File: config.mk
export PLATFORM = sky130hd
export DESIGN_NAME = carrier_loop_sequencer
export DESIGN_NICKNAME = d
export VERILOG_FILES = /design/src/rtl/carrier_loop_sequencer_pkg.sv /design/src/rtl/carrier_loop_sequencer_lock_qualifier.sv /design/src/rtl/carrier_loop_sequencer.sv
export SDC_FILE = /design/constraint.sdc
export NUM_CORES = 1
export LEC_CHECK = 0
export CAP_MARGIN = 20
export CORE_AREA = 2 2 78 154
export CTS_CLUSTER_DIAMETER = 30
export DETAILED_ROUTE_END_ITERATION = 10
export DIE_AREA = 0 0 80 156
export DONT_BUFFER_PORTS = 1
export RECOVER_POWER = 100
export SYNTH_ARGS = -nofsm -noshare
export SYNTH_HDL_FRONTEND = slang
export SYNTH_HIERARCHICAL = 1
export SYNTH_SLANG_ARGS = --single-unit
File: constraint.sdc
create_clock -name clk -period 6.1 [get_ports clk]
set_input_delay 1.22 -clock clk [delete_from_list [all_inputs] [get_ports clk]]
set_output_delay 1.22 -clock clk [all_outputs]
set_load 0.02 [all_outputs]
File: src/rtl/carrier_loop_sequencer_pkg.sv
// Shared definitions for the carrier loop acquisition/track sequencer:
// state encodings, gain-source selector and packed gain-word field layout.
package carrier_loop_sequencer_pkg;

  typedef enum logic [2:0] {
    CLS_IDLE    = 3'd0,
    CLS_CLEAR   = 3'd1,
    CLS_ACQUIRE = 3'd2,
    CLS_VERIFY  = 3'd3,
    CLS_TRACK   = 3'd4,
    CLS_HOLD    = 3'd5
  } cls_state_e;

  // Which gain set currently drives loopGains; NONE only until the first CLEAR.
  typedef enum logic [1:0] {
    GSRC_NONE = 2'd0,
    GSRC_ACQ  = 2'd1,
    GSRC_TRK  = 2'd2
  } gain_src_e;

  // Packed gain word: {leadMan[7:0], leadExp[4:0], lagMan[7:0], lagExp[4:0]}
  localparam int LEAD_MAN_LSB = 18;
  localparam int LEAD_MAN_W   = 8;
  localparam int LEAD_EXP_LSB = 13;
  localparam int LEAD_EXP_W   = 5;
  localparam int LAG_MAN_LSB  = 5;
  localparam int LAG_MAN_W    = 8;
  localparam int LAG_EXP_LSB  = 0;
  localparam int LAG_EXP_W    = 5;

  // States from which a forced re-acquisition is honoured.
  function automatic logic is_active_state(input cls_state_e s);
    return (s == CLS_CLEAR) || (s == CLS_ACQUIRE) || (s == CLS_VERIFY) ||
           (s == CLS_TRACK) || (s == CLS_HOLD);
  endfunction

endpackage

File: src/rtl/carrier_loop_sequencer_lock_qualifier.sv
// Consecutive-event counter: clear/increment with saturation and a terminal
// match flag computed on the post-update count (target 0 behaves as 1).
module lock_qualifier #(
  parameter int CNT_W = 8
) (
  input  logic             clk,
  input  logic             reset,
  input  logic             clear,
  input  logic             incr,
  input  logic [CNT_W-1:0] target,
  output logic             hit
);

  logic [CNT_W-1:0] count_q;
  logic [CNT_W-1:0] count_d;
  logic [CNT_W-1:0] base;
  logic [CNT_W-1:0] target_eff;

  always_comb begin
    base       = clear ? '0 : count_q;
    target_eff = (target == '0) ? CNT_W'(1) : target;
    count_d    = base;
    if (incr && (base != '1)) begin
      count_d = base + CNT_W'(1);
    end
    // clear together with incr restarts the run at one event
    hit = incr && (count_d >= target_eff);
  end

  always_ff @(posedge clk) begin
    if (reset) begin
      count_q <= '0;
    end else begin
      count_q <= count_d;
    end
  end

endmodule

File: src/rtl/carrier_loop_sequencer.sv
// Carrier loop acquisition/track sequencer: walks CLEAR/ACQUIRE/VERIFY/TRACK/HOLD,
// selects the loop gain set and drives integrator clear and sweep gating.
module carrier_loop_sequencer
  import carrier_loop_sequencer_pkg::*;
#(
  parameter int GAIN_W = 26,
  parameter int CNT_W  = 8,
  parameter int TMR_W  = 16
) (
  input  logic              clk,
  input  logic              reset,
  input  logic              clkEn,
  input  logic              enable,
  input  logic              forceAcq,
  input  logic              lockStatus,
  input  logic              lockUpdate,
  input  logic [GAIN_W-1:0] acqGains,
  input  logic [GAIN_W-1:0] trackGains,
  input  logic [CNT_W-1:0]  verifyCount,
  input  logic [CNT_W-1:0]  lossCount,
  input  logic [TMR_W-1:0]  acqTimeout,
  output logic [GAIN_W-1:0] loopGains,
  output logic              gainUpdate,
  output logic              clearAccum,
  output logic              sweepEnable,
  output logic              locked,
  output logic [2:0]        state
);

  cls_state_e        state_q, state_d;
  gain_src_e         gain_src_q, gain_src_d;
  logic [GAIN_W-1:0] loop_gains_q, loop_gains_d;
  logic              gain_update_q, gain_update_d;
  logic              clear_accum_q, clear_accum_d;
  logic              sweep_enable_q, sweep_enable_d;
  logic              locked_q, locked_d;
  logic              force_pend_q, force_pend_d;
  logic [TMR_W-1:0]  tmr_q, tmr_d;

  logic              lock_good;
  logic              lock_bad;
  logic              force_req;
  logic              tmo_hit;
  logic [TMR_W-1:0]  tmo_last;
  logic              verify_clear, verify_incr, verify_hit;
  logic              loss_clear, loss_incr, loss_hit;

  // Qualified lock strobes only exist on sample-rate cycles.
  always_comb begin
    lock_good = clkEn && lockUpdate && lockStatus;
    lock_bad  = clkEn && lockUpdate && !lockStatus;
    force_req = forceAcq || force_pend_q;
    tmo_last  = acqTimeout - TMR_W'(1);
    tmo_hit   = (acqTimeout != '0) && (tmr_q == tmo_last);
  end

  always_comb begin
    verify_clear = clkEn && ((state_q != CLS_VERIFY) || lock_bad);
    verify_incr  = lock_good && ((state_q == CLS_ACQUIRE) || (state_q == CLS_VERIFY));
    loss_clear   = clkEn && ((state_q != CLS_TRACK) || lock_good);
    loss_incr    = lock_bad && (state_q == CLS_TRACK);
  end

  lock_qualifier #(.CNT_W(CNT_W)) u_verify_qual (
    .clk    (clk),
    .reset  (reset),
    .clear  (verify_clear),
    .incr   (verify_incr),
    .target (verifyCount),
    .hit    (verify_hit)
  );

  lock_qualifier #(.CNT_W(CNT_W)) u_loss_qual (
    .clk    (clk),
    .reset  (reset),
    .clear  (loss_clear),
    .incr   (loss_incr),
    .target (lossCount),
    .hit    (loss_hit)
  );

  // Next-state: disable beats a forced restart, which beats normal flow.
  always_comb begin
    state_d = state_q;
    if (clkEn) begin
      if (!enable) begin
        state_d = CLS_IDLE;
      end else if (force_req && is_active_state(state_q)) begin
        state_d = CLS_CLEAR;
      end else begin
        case (state_q)
          CLS_IDLE:    state_d = CLS_CLEAR;
          CLS_CLEAR:   state_d = CLS_ACQUIRE;
          CLS_ACQUIRE: begin
            if (lock_good) begin
              state_d = verify_hit ? CLS_TRACK : CLS_VERIFY;
            end else if (tmo_hit) begin
              state_d = CLS_CLEAR;
            end
          end
          CLS_VERIFY: begin
            if (lock_good && verify_hit) begin
              state_d = CLS_TRACK;
            end else if (lock_bad) begin
              state_d = CLS_ACQUIRE;
            end
          end
          CLS_TRACK: begin
            if (loss_hit) begin
              state_d = CLS_HOLD;
            end
          end
          CLS_HOLD:    state_d = CLS_CLEAR;
          default:     state_d = CLS_IDLE;
        endcase
      end
    end
  end

  // Forced restarts arriving between sample-rate cycles wait for the next one.
  always_comb begin
    force_pend_d = force_pend_q;
    if (clkEn) begin
      force_pend_d = 1'b0;
    end else if (forceAcq) begin
      force_pend_d = 1'b1;
    end
  end

  // The acquisition timer only runs while ACQUIRE persists; any entry restarts it.
  always_comb begin
    tmr_d = tmr_q;
    if (clkEn) begin
      if ((state_q == CLS_ACQUIRE) && (state_d == CLS_ACQUIRE)) begin
        tmr_d = (tmr_q == '1) ? tmr_q : tmr_q + TMR_W'(1);
      end else begin
        tmr_d = '0;
      end
    end
  end

  // Outputs are registered images of the next state so they line up with state.
  always_comb begin
    gain_src_d = gain_src_q;
    if (clkEn) begin
      if (state_d == CLS_CLEAR) begin
        gain_src_d = GSRC_ACQ;
      end else if ((state_d == CLS_TRACK) && (state_q != CLS_TRACK)) begin
        gain_src_d = GSRC_TRK;
      end
    end

    case (gain_src_d)
      GSRC_ACQ: loop_gains_d = acqGains;
      GSRC_TRK: loop_gains_d = trackGains;
      default:  loop_gains_d = '0;
    endcase

    gain_update_d  = (gain_src_d != gain_src_q);
    clear_accum_d  = clkEn && (state_d == CLS_CLEAR);
    sweep_enable_d = (state_d == CLS_ACQUIRE);
    locked_d       = (state_d == CLS_TRACK);
  end

  always_ff @(posedge clk) begin
    if (reset) begin
      state_q        <= CLS_IDLE;
      gain_src_q     <= GSRC_NONE;
      loop_gains_q   <= '0;
      gain_update_q  <= 1'b0;
      clear_accum_q  <= 1'b0;
      sweep_enable_q <= 1'b0;
      locked_q       <= 1'b0;
      force_pend_q   <= 1'b0;
      tmr_q          <= '0;
    end else begin
      state_q        <= state_d;
      gain_src_q     <= gain_src_d;
      loop_gains_q   <= loop_gains_d;
      gain_update_q  <= gain_update_d;
      clear_accum_q  <= clear_accum_d;
      sweep_enable_q <= sweep_enable_d;
      locked_q       <= locked_d;
      force_pend_q   <= force_pend_d;
      tmr_q          <= tmr_d;
    end
  end

  assign loopGains   = loop_gains_q;
  assign gainUpdate  = gain_update_q;
  assign clearAccum  = clear_accum_q;
  assign sweepEnable = sweep_enable_q;
  assign locked      = locked_q;
  assign state       = state_q;

endmodule

# --- Yosys cells after proc, flatten, opt, wreduce, memory -nomap -nowiden ---
# Cells that the tools add are included.
word_totals:
  reg_bits: 68
  word_cells: 90
classes:
  muxes: 22
  reduce_logical: 33
  magnitude_cmp: 2
  n_eq_ne: 18
  addsub: 4
op_table:
  columns: ["op", "n"]
  rows:
  - ["case mux 26 bit (2 select lines)", 1]
  - ["two-way mux 8 bit", 6]
  - ["two-way mux 16 bit", 2]
  - ["two-way mux 3 bit", 9]
  - ["logical AND 1 bit", 17]
  - ["adder 16 x 1 -> 16 bit, second input constant", 1]
  - ["adder 8 x 1 -> 8 bit, second input constant", 2]
  - ["equality test 16 bit", 1]
  - ["equality test 16 bit, second input constant", 1]
  - [">= comparator 8 bit", 2]
  - ["zero test 8 bit", 2]
  - ["!= test 8 bit, second input constant", 2]
  - ["nonzero test 16 bit", 1]
  - ["subtractor 16 x 1 -> 16 bit, second input constant", 1]
  - ["case mux 3 bit (5 select lines)", 1]
  - ["equality test 3 x 2 -> 1 bit, second input constant", 3]
  - ["equality test 3 bit, second input constant", 3]
  - ["logical OR 1 bit", 8]
  - ["equality test 3 x 1 -> 1 bit, second input constant", 2]
  - ["two-way mux 2 bit", 3]
  - ["OR reduction 2 bit", 2]
  - ["zero test 3 bit", 1]
  - ["!= test 3 x 2 -> 1 bit, second input constant", 1]
  - ["!= test 3 bit, second input constant", 1]
  - ["6 further kinds", 6]

# --- Longest topological paths before layout ---
depth:
  word_depth: 23
  mapped_depth: 27

# --- Hierarchy ---
# The synthesis kept the hierarchy.
by_module_without_submodules:
  columns: ["module", "area_per_inst_um2", "instances", "cells_each"]
  rows:
  - ["carrier_loop_sequencer", 2985.4, 1, 379]
  - ["lock_qualifier (u_loss_qual)", 699.4, 1, 81]
  - ["lock_qualifier (u_verify_qual)", 699.4, 1, 88]

# --- Worst setup path before layout ---
# No wires, ideal clock.
synth_timing:
  path_kind: "input -> register"
  from: "in clkEn"
  to: "reg loop_gains_q[10] (netlist: loopGains[10])"
  setup_time_ns: 0.065
  stages: 26
  setup_slack_ns: -0.058
  t_arrival_ns: 6.092
  required_time_ns: 6.035
  path_cell_list: "clkbuf_1 -> clkinv_1 -> clkbuf_1 -> a21oi_1 -> nor2b_1 -> ha_1 -> nand4_2 -> nor3_1 -> nor2_1 -> mux2_2 -> ha_1 -> nor2_1 -> a2111oi_0 -> o21a_1 -> nor2b_1 -> o21ai_0 -> a21oi_1 -> o21ai_0 -> a31oi_1 -> nand3_2 -> and2_1 -> ha_1 -> or2_2 -> clkbuf_1 -> clkbuf_1 -> nor2_1"
synth_between:
  elab_chain_cells: 23
  word_cells_on_any_way: 42
  cone_classes: "2 x add/sub; 2 x order compare; 6 x eq/ne; 17 x mux; 15 x reduce/logical"
synth_lines:
  columns: ["item", "line", "rtl"]
  rows:
  - ["from (decl)", "carrier_loop_sequencer.sv:12", "input logic clkEn,"]
  - ["logical AND 1 bit (2 in series)", "carrier_loop_sequencer.sv:51", "lock_bad = clkEn && lockUpdate && !lockStatus;"]
  - ["logical OR 1 bit", "carrier_loop_sequencer.sv:58", "verify_clear = clkEn && ((state_q != CLS_VERIFY) || lock_bad);"]
  - ["logical AND 1 bit *", "carrier_loop_sequencer.sv:58", null]
  - ["net verify_clear", "carrier_loop_sequencer.sv:45", "logic verify_clear, verify_incr, verify_hit;"]
  - ["two-way mux 8 bit *", "carrier_loop_sequencer_lock_qualifier.sv:20", "base = clear ? '0 : count_q;"]
  - ["parallel branches: the longest is 2 deep, another holds adder 8 x 1 -> 8 bit", null, null]
  - ["two-way mux 8 bit *", "carrier_loop_sequencer_lock_qualifier.sv:23", "if (incr && (base != '1)) begin"]
  - ["net u_verify_qual.count_d[3]", "carrier_loop_sequencer_lock_qualifier.sv:15", "logic [CNT_W-1:0] count_d;"]
  - ["[2 not listed]", null, null]
  - ["net verify_hit", "carrier_loop_sequencer.sv:45", null]
  - ["[5 not listed]", null, null]
  - ["two-way mux 3 bit *", "carrier_loop_sequencer.sv:85", "if (clkEn) begin"]
  - ["equality test 3 bit", "carrier_loop_sequencer.sv:148", "end else if ((state_d == CLS_TRACK) && (state_q != CLS_TRACK)) begin"]
  - ["logical AND 1 bit", "carrier_loop_sequencer.sv:148", null]
  - ["two-way mux 2 bit", "carrier_loop_sequencer.sv:148", null]
  - ["two-way mux 2 bit *", "carrier_loop_sequencer.sv:146", "if (state_d == CLS_CLEAR) begin"]
  - ["two-way mux 2 bit *", "carrier_loop_sequencer.sv:145", "if (clkEn) begin"]
  - ["equality test 2 bit / equality test 2 x 1 -> 1 bit (equally long branches)", "carrier_loop_sequencer.sv:153", "case (gain_src_d)"]
  - ["case mux 26 bit (2 select lines) *", "carrier_loop_sequencer.sv:153", null]
  - ["to (signal assigned)", "carrier_loop_sequencer.sv:179", "loop_gains_q <= loop_gains_d;"]
  - ["to (decl)", "carrier_loop_sequencer.sv:32", "logic [GAIN_W-1:0] loop_gains_q, loop_gains_d;"]
# Mark *: on every way through the listed nets, which the timed path passes.
# A chain may end at the register's enable or synchronous reset.

# --- Final worst setup path ---
layout_timing:
  from: "in lockStatus"
  to: "reg loop_gains_q[1] (netlist: loopGains[1])"
layout_between:
  word_cells_on_any_way: 42
  cone_classes: "2 x add/sub; 2 x order compare; 6 x eq/ne; 17 x mux; 15 x reduce/logical"
layout_lines:
  columns: ["item", "line", "rtl"]
  rows:
  - ["from (decl)", "carrier_loop_sequencer.sv:15", "input logic lockStatus,"]
  - ["logical AND 1 bit *", "carrier_loop_sequencer.sv:50", "lock_good = clkEn && lockUpdate && lockStatus;"]
  - ["logical OR 1 bit *", "carrier_loop_sequencer.sv:60", "loss_clear = clkEn && ((state_q != CLS_TRACK) || lock_good);"]
  - ["logical AND 1 bit *", "carrier_loop_sequencer.sv:60", null]
  - ["net loss_clear", "carrier_loop_sequencer.sv:46", "logic loss_clear, loss_incr, loss_hit;"]
  - ["two-way mux 8 bit *", "carrier_loop_sequencer_lock_qualifier.sv:20", null]
  - ["parallel branches: the longest is 2 deep, another holds adder 8 x 1 -> 8 bit", null, null]
  - ["two-way mux 8 bit *", "carrier_loop_sequencer_lock_qualifier.sv:23", null]
  - ["net u_loss_qual.count_d[1]", "carrier_loop_sequencer_lock_qualifier.sv:15", null]
  - ["[2 not listed]", null, null]
  - ["net loss_hit", "carrier_loop_sequencer.sv:46", null]
  - ["[4 not listed]", null, null]
  - ["two-way mux 3 bit *", "carrier_loop_sequencer.sv:85", null]
  - ["equality test 3 bit", "carrier_loop_sequencer.sv:148", null]
  - ["logical AND 1 bit", "carrier_loop_sequencer.sv:148", null]
  - ["two-way mux 2 bit", "carrier_loop_sequencer.sv:148", null]
  - ["two-way mux 2 bit *", "carrier_loop_sequencer.sv:146", null]
  - ["two-way mux 2 bit *", "carrier_loop_sequencer.sv:145", null]
  - ["equality test 2 bit / equality test 2 x 1 -> 1 bit (equally long branches)", "carrier_loop_sequencer.sv:153", null]
  - ["case mux 26 bit (2 select lines) *", "carrier_loop_sequencer.sv:153", null]
# Marks and branches as above.

==> report_table.html <==
<table>
<tr><th>Metric</th><th>Value</th></tr>
<tr><th colspan="2">Logic synthesis</th></tr>
<tr><td>Synth Area in Simple Gates</td><td>about 29%</td></tr>
<tr><td>Top FF cell, synth</td><td>sky130_fd_sc_hd__dfxtp_1</td></tr>
<tr><td>Post-synthesis xor/xnor area fraction</td><td>around 4.6%</td></tr>
<tr><td>Cell taking the most area after synthesis</td><td>sky130_fd_sc_hd__dfxtp_1</td></tr>
<tr><td>Dominant cell by count in the synthesized netlist</td><td>sky130_fd_sc_hd__dfxtp_1</td></tr>
<tr><td>Multiplexer area fraction after synthesis</td><td>2.54%</td></tr>
<tr><td>Leading cell types by count after synthesis</td><td>68 x sky130_fd_sc_hd__dfxtp_1, 65 x sky130_fd_sc_hd__nor2_1, 40 x sky130_fd_sc_hd__nand2_1, 30 x sky130_fd_sc_hd__inv_1, 28 x sky130_fd_sc_hd__nor3_1</td></tr>
<tr><td>Mean instance size in the synthesized netlist</td><td>8.00 um2</td></tr>
<tr><td>Async set or reset register ratio after synthesis</td><td>0%</td></tr>
<tr><td>Cell types occupying the most area after synthesis</td><td>sky130_fd_sc_hd__dfxtp_1 31%, sky130_fd_sc_hd__ha_1 6.3%, sky130_fd_sc_hd__nor2_1 5.6%</td></tr>
<tr><td>Post-Syn Area</td><td>4380 um2</td></tr>
<tr><td>Top cell type's share of synthesized area</td><td>31.1%</td></tr>
<tr><td>Sequential fraction of the synthesis area</td><td>slightly above 30%</td></tr>
<tr><td>Post-synth EDFFs</td><td>0</td></tr>
<tr><td>Post-synthesis cell count</td><td>548</td></tr>
<tr><td>Combinational family with the most area after synthesis</td><td>simple AND/OR/NAND/NOR gates</td></tr>
<tr><td>Synthesized netlist net count</td><td>approximately 660</td></tr>
<tr><td>Post-synth cell types</td><td>75</td></tr>
<tr><td>Compound-Gate Fraction of Synth Area</td><td>21.3%</td></tr>
<tr><td>Warnings from Yosys</td><td>6</td></tr>
<tr><td>Adder and majority gate portion of the synthesized area</td><td>6.28%</td></tr>
<tr><td>Flop and latch count out of synthesis</td><td>68</td></tr>
<tr><th colspan="2">GRT</th></tr>
<tr><td>First-pass GRT wire length</td><td>roughly 19000 um</td></tr>
<tr><td>Largest net degree at the start of global routing</td><td>34</td></tr>
<tr><td>Overflow after GRT</td><td>0</td></tr>
<tr><td>Total routing resource utilization after global routing</td><td>19.1%</td></tr>
<tr><td>Number of antenna violations at the first check in global routing</td><td>0</td></tr>
<tr><td>Number of global-route vias before repair</td><td>4062</td></tr>
<tr><th colspan="2">CTS</th></tr>
<tr><td>Clock-pin transition on the worst setup and hold timing paths</td><td>0.06 ns</td></tr>
<tr><td>Buffers inserted by post-CTS timing repair</td><td>0</td></tr>
<tr><td>Clock insertion delay at the later pin of the skew report</td><td>about 0.33 ns</td></tr>
<tr><td>Total number of H-tree levels</td><td>3</td></tr>
<tr><td>Clock root buffer master</td><td>sky130_fd_sc_hd__clkbuf_16</td></tr>
<tr><td>Num CTS Buffers</td><td>9</td></tr>
<tr><td>Cts repair resizes</td><td>0</td></tr>
<tr><td>Clock tree from TritonCTS</td><td>built</td></tr>
<tr><td>Number of clock sinks seen by CTS</td><td>68</td></tr>
<tr><td>Post-CTS Hold Buffers</td><td>0</td></tr>
<tr><td>Clock Path Buffers</td><td>2</td></tr>
<tr><th colspan="2">Floorplan</th></tr>
<tr><td>Initial cell density of the core</td><td>between 30% and 40%</td></tr>
<tr><td>Die area</td><td>12500 um2</td></tr>
<tr><td>Placeable Area</td><td>about 11000 um2</td></tr>
<tr><td>Core Rows</td><td>55</td></tr>
<tr><td>Top Ports</td><td>approximately 120</td></tr>
<tr><td>Die W</td><td>80 um</td></tr>
<tr><td>Vertical die dimension</td><td>about 160 um</td></tr>
<tr><th colspan="2">Critical path</th></tr>
<tr><td>Max incr delay on CP</td><td>between 0.4 and 0.5 ns</td></tr>
<tr><td>CP required</td><td>6.36 ns</td></tr>
<tr><td>FF-to-FF End</td><td>loopGains[1]</td></tr>
<tr><td>Largest fanout on the critical path</td><td>26</td></tr>
<tr><td>FF-to-FF path depth</td><td>21</td></tr>
<tr><td>Source of the worst register-to-register timing path</td><td>state[1]</td></tr>
<tr><td>Top delay family on crit path</td><td>simple AND/OR/NAND/NOR gates</td></tr>
<tr><td>Endpoint class of the critical path</td><td>register</td></tr>
<tr><td>Max stage delay cell, worst path</td><td>sky130_fd_sc_hd__or2_2</td></tr>
<tr><td>Critical path class</td><td>input pin to register</td></tr>
<tr><td>Reg2reg setup slack</td><td>slightly above 0.6 ns</td></tr>
<tr><td>Sort of element at the start of the critical path</td><td>input pin</td></tr>
<tr><td>Worst path bufs/invs</td><td>0</td></tr>
<tr><td>Arrival time at the worst endpoint</td><td>6.04 ns</td></tr>
<tr><td>Sequence of cells on the critical path</td><td>and3_1 -&gt; a21o_1 -&gt; nor2b_1 -&gt; ha_1 -&gt; nand2_1 -&gt; o41ai_4 -&gt; mux2_4 -&gt; ha_1 -&gt; a2111oi_0 -&gt; or3_1 -&gt; a21oi_1 -&gt; a21oi_1 -&gt; o21a_1 -&gt; a31oi_1 -&gt; nand3_2 -&gt; and2_0 -&gt; ha_2 -&gt; or2_2 -&gt; nor2_1</td></tr>
<tr><th colspan="2">Final layout</th></tr>
<tr><td>Number of antenna cells inserted</td><td>0</td></tr>
<tr><td>Fraction of layout cells with a size suffix above 1</td><td>8.23%</td></tr>
<tr><td>Count of nets after finishing</td><td>roughly 660</td></tr>
<tr><td>Layout Area Growth over Synthesis</td><td>9.79%</td></tr>
<tr><td>Layout fillers</td><td>around 1200</td></tr>
<tr><th colspan="2">Placed design</th></tr>
<tr><td>Detailed placement HPWL</td><td>9210 um</td></tr>
<tr><td>PortBufs</td><td>0</td></tr>
<tr><td>GPL Wtd Cong</td><td>about 0.9</td></tr>
<tr><th colspan="2">Timing</th></tr>
<tr><td>Normalized max-slew margin</td><td>between 50 and 60%</td></tr>
<tr><td>Time the worst path needs with I/O delays and setup</td><td>5.78 ns</td></tr>
<tr><td>Unrepaired setup endpoints after global routing</td><td>no</td></tr>
<tr><td>Number of max-slew violations in the final report</td><td>0</td></tr>
<tr><td>Final clock period utilization by the worst path</td><td>94.7%</td></tr>
<tr><td>Highest clock frequency the design can meet</td><td>0.173 GHz</td></tr>
<tr><td>Actual slew at the worst max-slew pin</td><td>0.700 ns</td></tr>
<tr><td>Worst Skew</td><td>between 0.007 and 0.008 ns</td></tr>
<tr><td>Hold_ws</td><td>0.494 ns</td></tr>
<tr><td>Total of endpoints with negative setup slack in the final report</td><td>0</td></tr>
<tr><td>Hold Vio Cnt, Final</td><td>0</td></tr>
<tr><th colspan="2">Hold path</th></tr>
<tr><td>Worst min-delay path startpoint</td><td>gain_src_q[0]</td></tr>
<tr><td>Destination of the worst hold path</td><td>gainUpdate</td></tr>
<tr><td>Instance count along the most critical hold path</td><td>2</td></tr>
<tr><td>Tightest Hold Check Type</td><td>register to register</td></tr>
<tr><th colspan="2">Power and ir drop</th></tr>
<tr><td>Leakage Power</td><td>roughly 1.8 nW</td></tr>
<tr><td>Worst vdd rail ir drop</td><td>0.196 mV</td></tr>
<tr><td>Final Total Pwr</td><td>1.07 mW</td></tr>
<tr><td>Cell area power density</td><td>223 nW/um2</td></tr>
<tr><th colspan="2">Drt</th></tr>
<tr><td>Detail-routed net length per standard cell</td><td>about 17 um</td></tr>
<tr><td>Antenna violation net count after detailed routing</td><td>0</td></tr>
<tr><td>Final wirelength</td><td>11900 um</td></tr>
<tr><td>Iter 0 DRT Violations</td><td>183</td></tr>
<tr><td>First drt pass iteration count</td><td>4</td></tr>
<tr><td>DRC errors left</td><td>0</td></tr>
<tr><td>Vias per Instance</td><td>5.82</td></tr>
<tr><td>Vias after detailed routing</td><td>about 4000</td></tr>
<tr><th colspan="2">Outcome</th></tr>
<tr><td>Run status</td><td>complete, no violations</td></tr>
<tr><th colspan="2">Flow run</th></tr>
<tr><td>Max cap viols</td><td>0</td></tr>
</table>
-- layer usage --
metal / GRT usage [%] / wire, um
met4: 9.12 / 266
met1: 18.2 / 4260
met2: 36.4 / 6720
met3: 4.80 / 612
met5: 0 / 0
-- flip-flops by register name, summed over array words and instances, names as in the netlist --
signal,flops
u_loss_qual/count_q,8
force_pend_q,1
sweepEnable,1
gainUpdate,1
u_verify_qual/count_q,8
clearAccum,1
tmr_q,16
locked,1
gain_src_q,2
loopGains,26
state,3
-- worst max path at each step --
stage,startpoint,endpoint,slack [ns],depth (start not counted)
floorplan,clkEn,loopGains[10],0.06,26
global placement,lockStatus,loopGains[25],0.13,19
detailed placement,lockStatus,loopGains[21],-0.06,19
CTS,lockStatus,loopGains[1],0.29,19
global route,state[1],loopGains[4],0.01,21
finish,lockStatus,loopGains[1],0.32,19
-- where the power goes --
group | switching, mW | internal [mW]
clock | 0.214 | 0.323
sequential | 0.00844 | 0.449
combinational | 0.0479 | 0.0324
total | 0.270 | 0.804
-- area by class of cell --
| cell class | instances | area (um2) | share of cell area (%) |
|---|---|---|---|
| Multi-Input combinational cell | 422 | 2790 | 58.0 |
| Clock buffer | 9 | 225 | 4.68 |
| Sequential cell | 68 | 1360 | 28.3 |
| Timing Repair Buffer | 10 | 60.1 | 1.25 |
| Inverter | 31 | 116 | 2.42 |
| Tap cell | 142 | 178 | 3.69 |
| Clock inverter | 7 | 82.6 | 1.72 |
-- tightest hold or removal path, cell delays in order, from the launching register on --
cell                       delay, ns
sky130_fd_sc_hd__dfxtp_1        0.32
sky130_fd_sc_hd__inv_1          0.05
sky130_fd_sc_hd__a311oi_1       0.08
-- per-stage QoR --
step	worst slack, ns	instances	util [%]	instance area (um2)	setup TNS [ns]
2_1_floorplan	0.0579	548	-	4390	0
3_5_place_dp	-0.0552	673	40.1	4520	-0.738
6_report	0.321	689	42.6	4810	0
5_1_grt	0.0112	689	42.6	4810	0
4_1_cts	0.291	689	42.8	4830	0
3_3_place_gp	0.131	673	40.1	4520	0
-- cell usage in the layout, fill, tap and decap left out, types with 3 or more instances in the layout --
master	netlist	routed
sky130_fd_sc_hd__a211oi_1	4	4
sky130_fd_sc_hd__a21boi_0	4	4
sky130_fd_sc_hd__a21oi_1	23	23
sky130_fd_sc_hd__a22oi_1	26	26
sky130_fd_sc_hd__a31oi_1	7	7
sky130_fd_sc_hd__and2_1	5	3
sky130_fd_sc_hd__and3_1	6	6
sky130_fd_sc_hd__and3b_1	3	3
sky130_fd_sc_hd__buf_4	0	6
sky130_fd_sc_hd__clkbuf_1	20	4
sky130_fd_sc_hd__clkbuf_16	0	9
sky130_fd_sc_hd__clkinv_4	0	3
sky130_fd_sc_hd__dfxtp_1	68	68
sky130_fd_sc_hd__ha_1	22	20
sky130_fd_sc_hd__inv_1	30	30
sky130_fd_sc_hd__inv_6	0	3
sky130_fd_sc_hd__mux2i_1	7	7
sky130_fd_sc_hd__nand2_1	40	40
sky130_fd_sc_hd__nand2b_1	6	6
sky130_fd_sc_hd__nand3_1	14	14
sky130_fd_sc_hd__nand4_1	11	11
sky130_fd_sc_hd__nor2_1	65	65
sky130_fd_sc_hd__nor2b_1	15	15
sky130_fd_sc_hd__nor3_1	28	28
sky130_fd_sc_hd__nor4_1	6	6
sky130_fd_sc_hd__o21a_1	4	4
sky130_fd_sc_hd__o21ai_0	24	23
sky130_fd_sc_hd__o31ai_1	6	6
sky130_fd_sc_hd__or3_1	5	5
sky130_fd_sc_hd__or4_1	8	8
sky130_fd_sc_hd__or4b_1	4	4
sky130_fd_sc_hd__xnor2_1	15	15
sky130_fd_sc_hd__xor2_1	8	8
-- cells by family (layout without fill, tap and decap cells) --
kind of cell / count (synthesis) / after routing
simple gates: 236 / 236
fa+ha+maj: 22 / 22
compound gates: 131 / 131
mux: 10 / 10
flops: 68 / 68
xor+xnor: 23 / 23
buf+inv: 58 / 57
Note: power is estimated with default switching activity, not from simulation.
